===== config.mk =====
export PLATFORM = sky130hd
export DESIGN_NAME = sr_ff_bank
export DESIGN_NICKNAME = d
export VERILOG_FILES = /design/src/rtl/sr_ff_bank.sv
export SDC_FILE = /design/constraint.sdc
export NUM_CORES = 1
export LEC_CHECK = 0
export ABC_AREA = 1
export BUFFER_PORTS_ARGS = -buffer_cell sky130_fd_sc_hd__buf_2
export CAP_MARGIN = 20
export CORE_MARGIN = 8
export CORE_UTILIZATION = 40
export CTS_CLUSTER_DIAMETER = 60
export DETAILED_ROUTE_END_ITERATION = 6
export PLACE_DENSITY = 0.77
export REMOVE_ABC_BUFFERS = 1
export SLEW_MARGIN = 10
export SYNTH_ARGS = -nofsm -noshare
export SYNTH_HDL_FRONTEND = slang
export SYNTH_SLANG_ARGS = --single-unit
export TNS_END_PERCENT = 30

===== constraint.sdc =====
create_clock -name clk -period 1.2 [get_ports clk]
set_input_delay 0.24 -clock clk [delete_from_list [all_inputs] [get_ports clk]]
set_output_delay 0.24 -clock clk [all_outputs]
set_load 0.02 [all_outputs]

===== src/rtl/sr_ff_bank.sv =====
// Bank of WIDTH synchronous SR flip-flops with selectable S=R=1 resolution,
// registered rise/fall edge pulses and a saturating conflict counter.
module sr_ff_bank #(
    parameter int unsigned            WIDTH         = 8,
    parameter int unsigned            CONFLICT_MODE = 0,
    parameter logic [WIDTH-1:0]       RESET_VAL     = '0,
    parameter int unsigned            CNT_W         = 8
) (
    input  logic             clk,
    input  logic             reset,
    input  logic             en,
    input  logic [WIDTH-1:0] s,
    input  logic [WIDTH-1:0] r,
    input  logic             cnt_clr,
    output logic [WIDTH-1:0] q,
    output logic [WIDTH-1:0] rise,
    output logic [WIDTH-1:0] fall,
    output logic             conflict,
    output logic [CNT_W-1:0] conflict_cnt
);

    // Out-of-range modes fall back to hold.
    localparam logic [1:0] EFF_MODE = (CONFLICT_MODE > 3) ? 2'd0 : CONFLICT_MODE[1:0];

    logic [WIDTH-1:0] q_next;
    logic             conflict_next;

    always_comb begin
        q_next        = q;
        conflict_next = en & (|(s & r));
        if (en) begin
            for (int i = 0; i < WIDTH; i++) begin
                unique case ({s[i], r[i]})
                    2'b10:   q_next[i] = 1'b1;
                    2'b01:   q_next[i] = 1'b0;
                    2'b11: begin
                        unique case (EFF_MODE)
                            2'd1:    q_next[i] = 1'b1;
                            2'd2:    q_next[i] = 1'b0;
                            2'd3:    q_next[i] = ~q[i];
                            default: q_next[i] = q[i];
                        endcase
                    end
                    default: q_next[i] = q[i];
                endcase
            end
        end
    end

    always_ff @(posedge clk) begin
        if (reset) begin
            q            <= RESET_VAL;
            rise         <= '0;
            fall         <= '0;
            conflict     <= 1'b0;
            conflict_cnt <= '0;
        end else begin
            q        <= q_next;
            rise     <= q_next & ~q;
            fall     <= ~q_next & q;
            conflict <= conflict_next;
            // Clear beats a coincident increment; the counter never wraps.
            if (cnt_clr) begin
                conflict_cnt <= '0;
            end else if (conflict_next && (conflict_cnt != {CNT_W{1'b1}})) begin
                conflict_cnt <= conflict_cnt + 1'b1;
            end
        end
    end

endmodule

==> metrics.md, run 1 <==
| Metric | Value |
|---|---|
| Status | `complete, no violations` |
| Non-Filler Instances | `315` |
| Reg clk slew, reported paths | `0.07 ns` |
| FF+latch count, synth | `33` |
| Final hold violations | `0` |
| Setup tns final | `0 ns` |
| Largest net degree at the start of global routing | `26` |
| Row cnt | `23` |
| Setup WS post-layout | `0.01625 ns` |
| TritonCTS Sinks | `33` |
| Vias/cell | `4.683` |
| Switching power | `0.7078 mW` |
| Vias | `1475` |
| CTS Root Cell | `clkbuf_8` |
| Antenna Cells | `0` |
| Period utilisation layout | `98.65%` |
| Chip Height | `79.67 um` |
| WS Path Type | `reg2out` |
| Worst Reg-to-Reg Cells | `8` |
| Worst Skew | `0.001482 ns` |
| Setup Buffers After CTS | `0` |
| WL/cell | `12.78 um` |
| Worst vdd ir | `0.6840 mV` |
| Setup violations, final | `0` |
| Power per standard cell area | `1147 nW/um^2` |
| Post-DP HPWL | `2845 um` |
| Critical Path Sink Type | `output port` |
| Top_reg_cell synth | `dfxtp_1` |
| Cts hold-fix bufs | `0` |
| Power share of the combinational group | `17.8%` |
| Max-slew headroom | `82.66%` |
| # DRC | `0` |
| Worst r2r dst | `conflict_cnt[2]` |
| Min Tclk post-route | `1.184 ns` |
| Total Routing Usage GR | `12.61%` |
| Grt ovf | `0` |
| Synth Instances | `195` |
| Drt first pass iters | `4` |
| Number of global-route vias before repair | `1439` |
| Yosys Warn Count | `0` |
| Post-DRT Antenna Nets | `0` |
| Synth async-reset ratio | `0%` |
| Starting DRT DRC Count | `41` |
| Seq pwr share | `46.2%` |
| Util after Layout | `56.65%` |
| Crit path launch | `conflict_cnt[2]` |
| Post-Syn Area per Cell | `8.316 um^2` |
| Yosys cell types | `26` |
| Arr. time, crit path | `0.94 ns` |
| Max frequency | `0.8448 GHz` |
| Reg2reg start | `conflict_cnt[0]` |
| RD Place Congestion | `0.7977` |
| Nets | `301` |
| Register area share after synthesis | `40.74%` |
| RSZ-0062 raised after global routing | `true` |
| Reg2reg setup slack | `0.06 ns` |
| Critical path fanouts, max | `3` |
| Layout cell share with drive strength beyond 1 | `42.26%` |
| Area share of the largest cell type after synthesis | `40.74%` |
| Global-route wire length before repair | `6341 um` |
| Final Max Tran Viols | `0` |
| Initial core utilization | `41.13%` |
| Area contributors post-synth | `dfxtp_1, ha_1, nor2_1` |
| Cell accounting for the most synthesized area | `dfxtp_1` |
| Io pins | `53` |
| Placed insts | `306` |
| Switch share | `27.62%` |
| CTS buffer count | `5` |
| Setup Slack @ Placement | `-0.1897 ns` |
| Clock Latency Late Sink | `0.29 ns` |
| Max cap viols | `0` |
| Worst setup SP type | `flip-flop` |
| Required time worst endpoint | `0.96 ns` |
| Die Wd | `79.67 um` |
| Port Buffers | `52` |
| DIE AREA | `6347 um^2` |
| Layout Area Growth over Synthesis | `37.73%` |
| Clk buf depth | `2` |
| Total routed wirelength | `4026 um` |
| P_int | `1.855 mW` |
| H-tree lvl count | `2` |
| Worst-margin pin slew | `0.2578 ns` |
| Worst Setup EP | `conflict_cnt[2]` |
| Synthesized cell area | `1622 um^2` |
| Initial antenna violation count | `0` |
| Core Area | `3943 um^2` |
| Lkg Pwr | `1.132 nW` |
| Clock tree from TritonCTS | `built` |
| Clock network fraction of total power | `35.9%` |
| Worst hold path class | `in2reg` |
| EDFF count, synth | `0` |
==> synth_stat cells, types with 2 or more instances <==
| cell type | count |
|---|---|
| a211oi_1 | 6 |
| dfxtp_1 | 33 |
| ha_1 | 17 |
| inv_1 | 31 |
| nand2_1 | 27 |
| nand3_1 | 3 |
| nand4_1 | 3 |
| nor2_1 | 35 |
| nor3_1 | 3 |
| nor4_1 | 7 |
| nor4_2 | 7 |
| o21ai_0 | 2 |
| or2_4 | 7 |
| xor2_1 | 2 |
==> cell usage in the layout (no fill, tap or decap), types with 2 or more instances in the layout <==
cell and instances:
nor4_2 7, nor3_1 3, inv_2 2, nand2_4 2, buf_2 50, inv_1 30, nor2_4 2, or2_4 7
nor4_1 7, nor2_2 4, nand4_1 3, clkbuf_8 7, o21ai_0 2, dfxtp_1 27, nand2_1 24, nand3_2 4
a211oi_1 6, nor2_1 30, ha_1 16, buf_4 13, xor2_1 2, dfxtp_2 6
==> worst min path at each step <==
stage          start      end  cells after the start  slack [ns]
2_1_floorplan  reset     q[7]                      1        0.31
3_3_place_gp    q[6]  rise[6]                      1        0.44
3_5_place_dp    q[3]  rise[3]                      1        0.45
4_1_cts         s[3]  fall[3]                      3        0.30
5_1_grt         s[0]  fall[0]                      3        0.32
6_report        s[3]  fall[3]                      3        0.30
==> power by group through the flow <==
stage          registers [mW]  clock network [mW]  logic [mW]
6_report                 1.18               0.921       0.457
4_1_cts                  1.18               0.944       0.455
2_1_floorplan            1.27                   0       0.198
5_1_grt                  1.19               0.989       0.508
3_3_place_gp             1.20                   0       0.431
3_5_place_dp             1.20                   0       0.444
==> worst max-delay path, stage by stage, from the launching register on <==
cell and delay, ns:
dfxtp_2 0.38, buf_4 0.14, buf_4 0.13
==> stage by stage <==
| stage | hold slack, ns | area, um^2 | power, mW |
|---|---|---|---|
| finish | 0.3033 | 2233 | 2.563 |
| global route | 0.3173 | 2233 | 2.687 |
| CTS | 0.3022 | 2182 | 2.581 |
| detailed placement | 0.4511 | 2031 | 1.649 |
| global placement | 0.4409 | 2031 | 1.634 |
| floorplan | 0.3124 | 1598 | 1.468 |
==> metal layers <==
layer / part of all wire [%] / vias to the layer above / track usage (%)
met5: 0 / - / 0
met4: 1.9 / 0 / 5.926
met3: 8.1 / 8 / 5.293
met2: 50 / 39 / 21.35
met1: 40 / 663 / 13.21
li1: - / 765 / -
==> cells by family after synthesis <==
logic type / after synthesis / synth area share, %
buffers and inverters: 36 / 8.872
adder cells (fa/ha/maj): 17 / 13.12
flip-flops: 33 / 40.74
XOR/XNOR: 3 / 1.621
AO/OA/AOI/OAI: 10 / 4.475
AND/OR/NAND/NOR: 96 / 31.17
==> registers in the layout, indices dropped and copies added, names as in the netlist <==
signal and cells:
fall 8, rise 8, conflict 1, conflict_cnt 8
q 8
==> cell type report <==
class                      count  area, um^2
timing repair buffer          65       379.1
clock inverter                 1       5.005
clock buffer                   7       96.34
tap                           50       62.56
fill                         360        1709
sequential                    33       668.1
inverter                      32       120.1
multi-input combinational    127       902.1
==> repair_timing <==
action | 4_1_cts | 5_1_grt
pin swaps | 4 | 15
gates resized for setup | 10 | 18
endpoints found under the setup margin | 8 | 10
cloned | 1 | 0
No activity file was read; power rests on OpenSTA's default activity.
==> inputs of run 2 (changes only) <==
Settings changed: CORE_ASPECT_RATIO set to 0.6.
==> metrics.md, run 2 (synthesis gave the netlist of run 1 again) <==
| Metric | Value |
|---|---|
| Post-DRT Antenna Nets | `0 (unchanged)` |
| Reg clk slew, reported paths | `0.06 ns (about the same)` |
| Vias | `1434 (-2.8%)` |
| Worst r2r dst | `conflict_cnt[4]` |
| Vias/cell | `4.596 (-1.8%)` |
| Worst Reg-to-Reg Cells | `8 (unchanged)` |
| Most frequent cells in the layout | `buf_2, nor2_1, inv_1, dfxtp_1, nand2_1` |
| Max frequency | `0.8595 GHz (+1.7%)` |
| Antenna Cells | `0 (unchanged)` |
| Port Buffers | `52 (unchanged)` |
| Lkg Pwr | `1.095 nW (-3.2%)` |
| # DRC | `0 (unchanged)` |
| Io pins | `53 (unchanged)` |
| Largest net degree at the start of global routing | `17 (-35%)` |
| CTS buffer count | `5 (unchanged)` |
| Layout cell share with drive strength beyond 1 | `39.31% (-3.0 points)` |
| Total routed wirelength | `3903 um (-3.1%)` |
| Worst vdd ir | `0.6236 mV (-8.8%)` |
| Die Wd | `98.20 um (+23%)` |
| Initial antenna violation count | `0 (unchanged)` |
| RSZ-0062 raised after global routing | `true` |
| TritonCTS Sinks | `33 (unchanged)` |
| Hold_sp | `cnt_clr` |
| Final hold violations | `0 (unchanged)` |
| CTS Root Cell | `clkbuf_8` |
| Power per standard cell area | `1107 nW/um^2 (-3.5%)` |
| Non-Filler Instances | `312 (-0.95%)` |
| Worst-margin pin slew | `0.2728 ns (+0.01509 ns)` |
| Max-slew headroom | `81.64% (-1.0 points)` |
| Worst setup SP type | `flip-flop` |
| RD Place Congestion | `0.8354 (+4.7%)` |
| Setup Buffers After CTS | `0 (unchanged)` |
| Starting DRT DRC Count | `47 (+15%)` |
| Nets | `298 (-1.0%)` |
| Setup tns final | `0 ns (unchanged)` |
| Global-route wire length before repair | `6313 um (-0.44%)` |
| Worst Skew | `0.002910 ns (+0.001428 ns)` |
| Grt ovf | `0 (unchanged)` |
| Min Tclk post-route | `1.163 ns (-0.02031 ns)` |
| H-tree lvl count | `2 (unchanged)` |
| Critical path fanouts, max | `5 (+2)` |
| Critical Path Sink Type | `flip-flop` |
| Overall Power | `2.400 mW (-6.3%)` |
| Total Routing Usage GR | `12.09% (-0.52 points)` |
| WS Path Type | `reg2reg` |
| Required time worst endpoint | `1.36 ns (+0.40 ns)` |
| Placed insts | `304 (-0.65%)` |
| Drt first pass iters | `4 (unchanged)` |
| Hold Path Depth | `4 (+1)` |
| Setup violations, final | `0 (unchanged)` |
| Status | `complete, no violations` |
| WL/cell | `12.51 um (-2.1%)` |
| Arr. time, crit path | `1.33 ns (+0.39 ns)` |
| Reg2reg start | `conflict_cnt[1]` |
| Final Max Tran Viols | `0 (unchanged)` |
| Core Area | `4009 um^2 (+1.7%)` |
| Clock Latency Late Sink | `0.27 ns (-0.02 ns)` |
| Worst hold endpoint | `conflict_cnt[5]` |
| Cts hold-fix bufs | `0 (unchanged)` |
| Worst hold path class | `in2reg` |
| Reg2reg setup slack | `0.04 ns (-0.02 ns)` |
| Initial core utilization | `40.45% (-0.68 points)` |
| Period utilisation layout | `96.95% (-1.7 points)` |
| DIE AREA | `6414 um^2 (+1.1%)` |
| Layout Area Growth over Synthesis | `33.72%` |
| Chip Height | `65.32 um (-18%)` |
| Row cnt | `18 (-22%)` |
| Commonest non-fill, non-tap cell in the layout | `buf_2` |
| Clock tree from TritonCTS | `built` |
| Number of global-route vias before repair | `1435 (-0.28%)` |
| Post-DP HPWL | `3029 um (+6.4%)` |
| Clk buf depth | `2 (unchanged)` |
| Max cap viols | `0 (unchanged)` |
## run 2: cell count changes in the layout (fill, tap and decap cells not counted), sizes merged
| cell | change |
|---|---|
| buf | -3 |
| clkbuf | +1 |
| clkinv | -1 |
## run 2: per-stage QoR
stage / instance area, um^2 / hold slack (ns) / worst slack [ns] / util (%)
after floorplan: 1598 / 0.3124 / -0.2113 / -
after global placement: 2003 / 0.4365 / -0.2028 / 49.97
after detailed placement: 2003 / 0.4425 / -0.2478 / 49.97
after CTS: 2127 / 0.2564 / 0.01509 / 53.06
after global routing: 2168 / 0.2910 / -0.03096 / 54.09
final: 2168 / 0.2662 / 0.03656 / 54.09
## run 2: worst max-delay path by stage
| stage | from | to | slack, ns | cells past startpoint |
|---|---|---|---|---|
| global placement | s[5] | conflict_cnt[0] | -0.20 | 10 |
| floorplan | conflict_cnt[1] | conflict_cnt[0] | -0.21 | 8 |
| detailed placement | s[5] | conflict_cnt[4] | -0.25 | 10 |
| finish | conflict_cnt[1] | conflict_cnt[4] | 0.04 | 8 |
| CTS | conflict_cnt[0] | conflict_cnt[4] | 0.02 | 8 |
| global route | conflict_cnt[1] | conflict_cnt[1] | -0.03 | 8 |
## run 2: cell type report
cell class | count | area [um^2]
Inverter | 32 | 120.1
Timing Repair Buffer | 62 | 337.8
Clock buffer | 8 | 80.08
Fill cell | 390 | 1841
Tap cell | 50 | 62.56
Multi-Input combinational cell | 127 | 899.6
Sequential cell | 33 | 668.1
## run 2: timing repair
action                     in CTS  in global routing
pin swaps                       3                  5
gates cloned                    1                  0
resized for setup              11                 13
setup endpoints to repair       7                  9
## run 2: per-layer routing
layer  track usage (%)  vias up  share of wire, %
li1                  -      760                 -
met1             13.73      635                47
met2             20.29       33                45
met3             5.058        6               6.2
met4             4.364        0               1.5
met5                 0        -                 0
## run 2: worst max-delay path: stages (launching register included)
cell and delay, ns:
dfxtp_2 0.35, ha_4 0.16, nand2_4 0.06, nor2_4 0.12, nand2_4 0.09, nand3_4 0.12, nand2_1 0.06, nand2_1 0.05
nor2_1 0.05
## run 2: power by group
part | total (mW) | leakage, nW | switching (mW) | internal, mW
sequential | 1.18 | 0.271 | 0.0352 | 1.15
combinational | 0.446 | 0.784 | 0.267 | 0.180
clock | 0.771 | 0.0395 | 0.359 | 0.411
total | 2.40 | 1.10 | 0.661 | 1.74
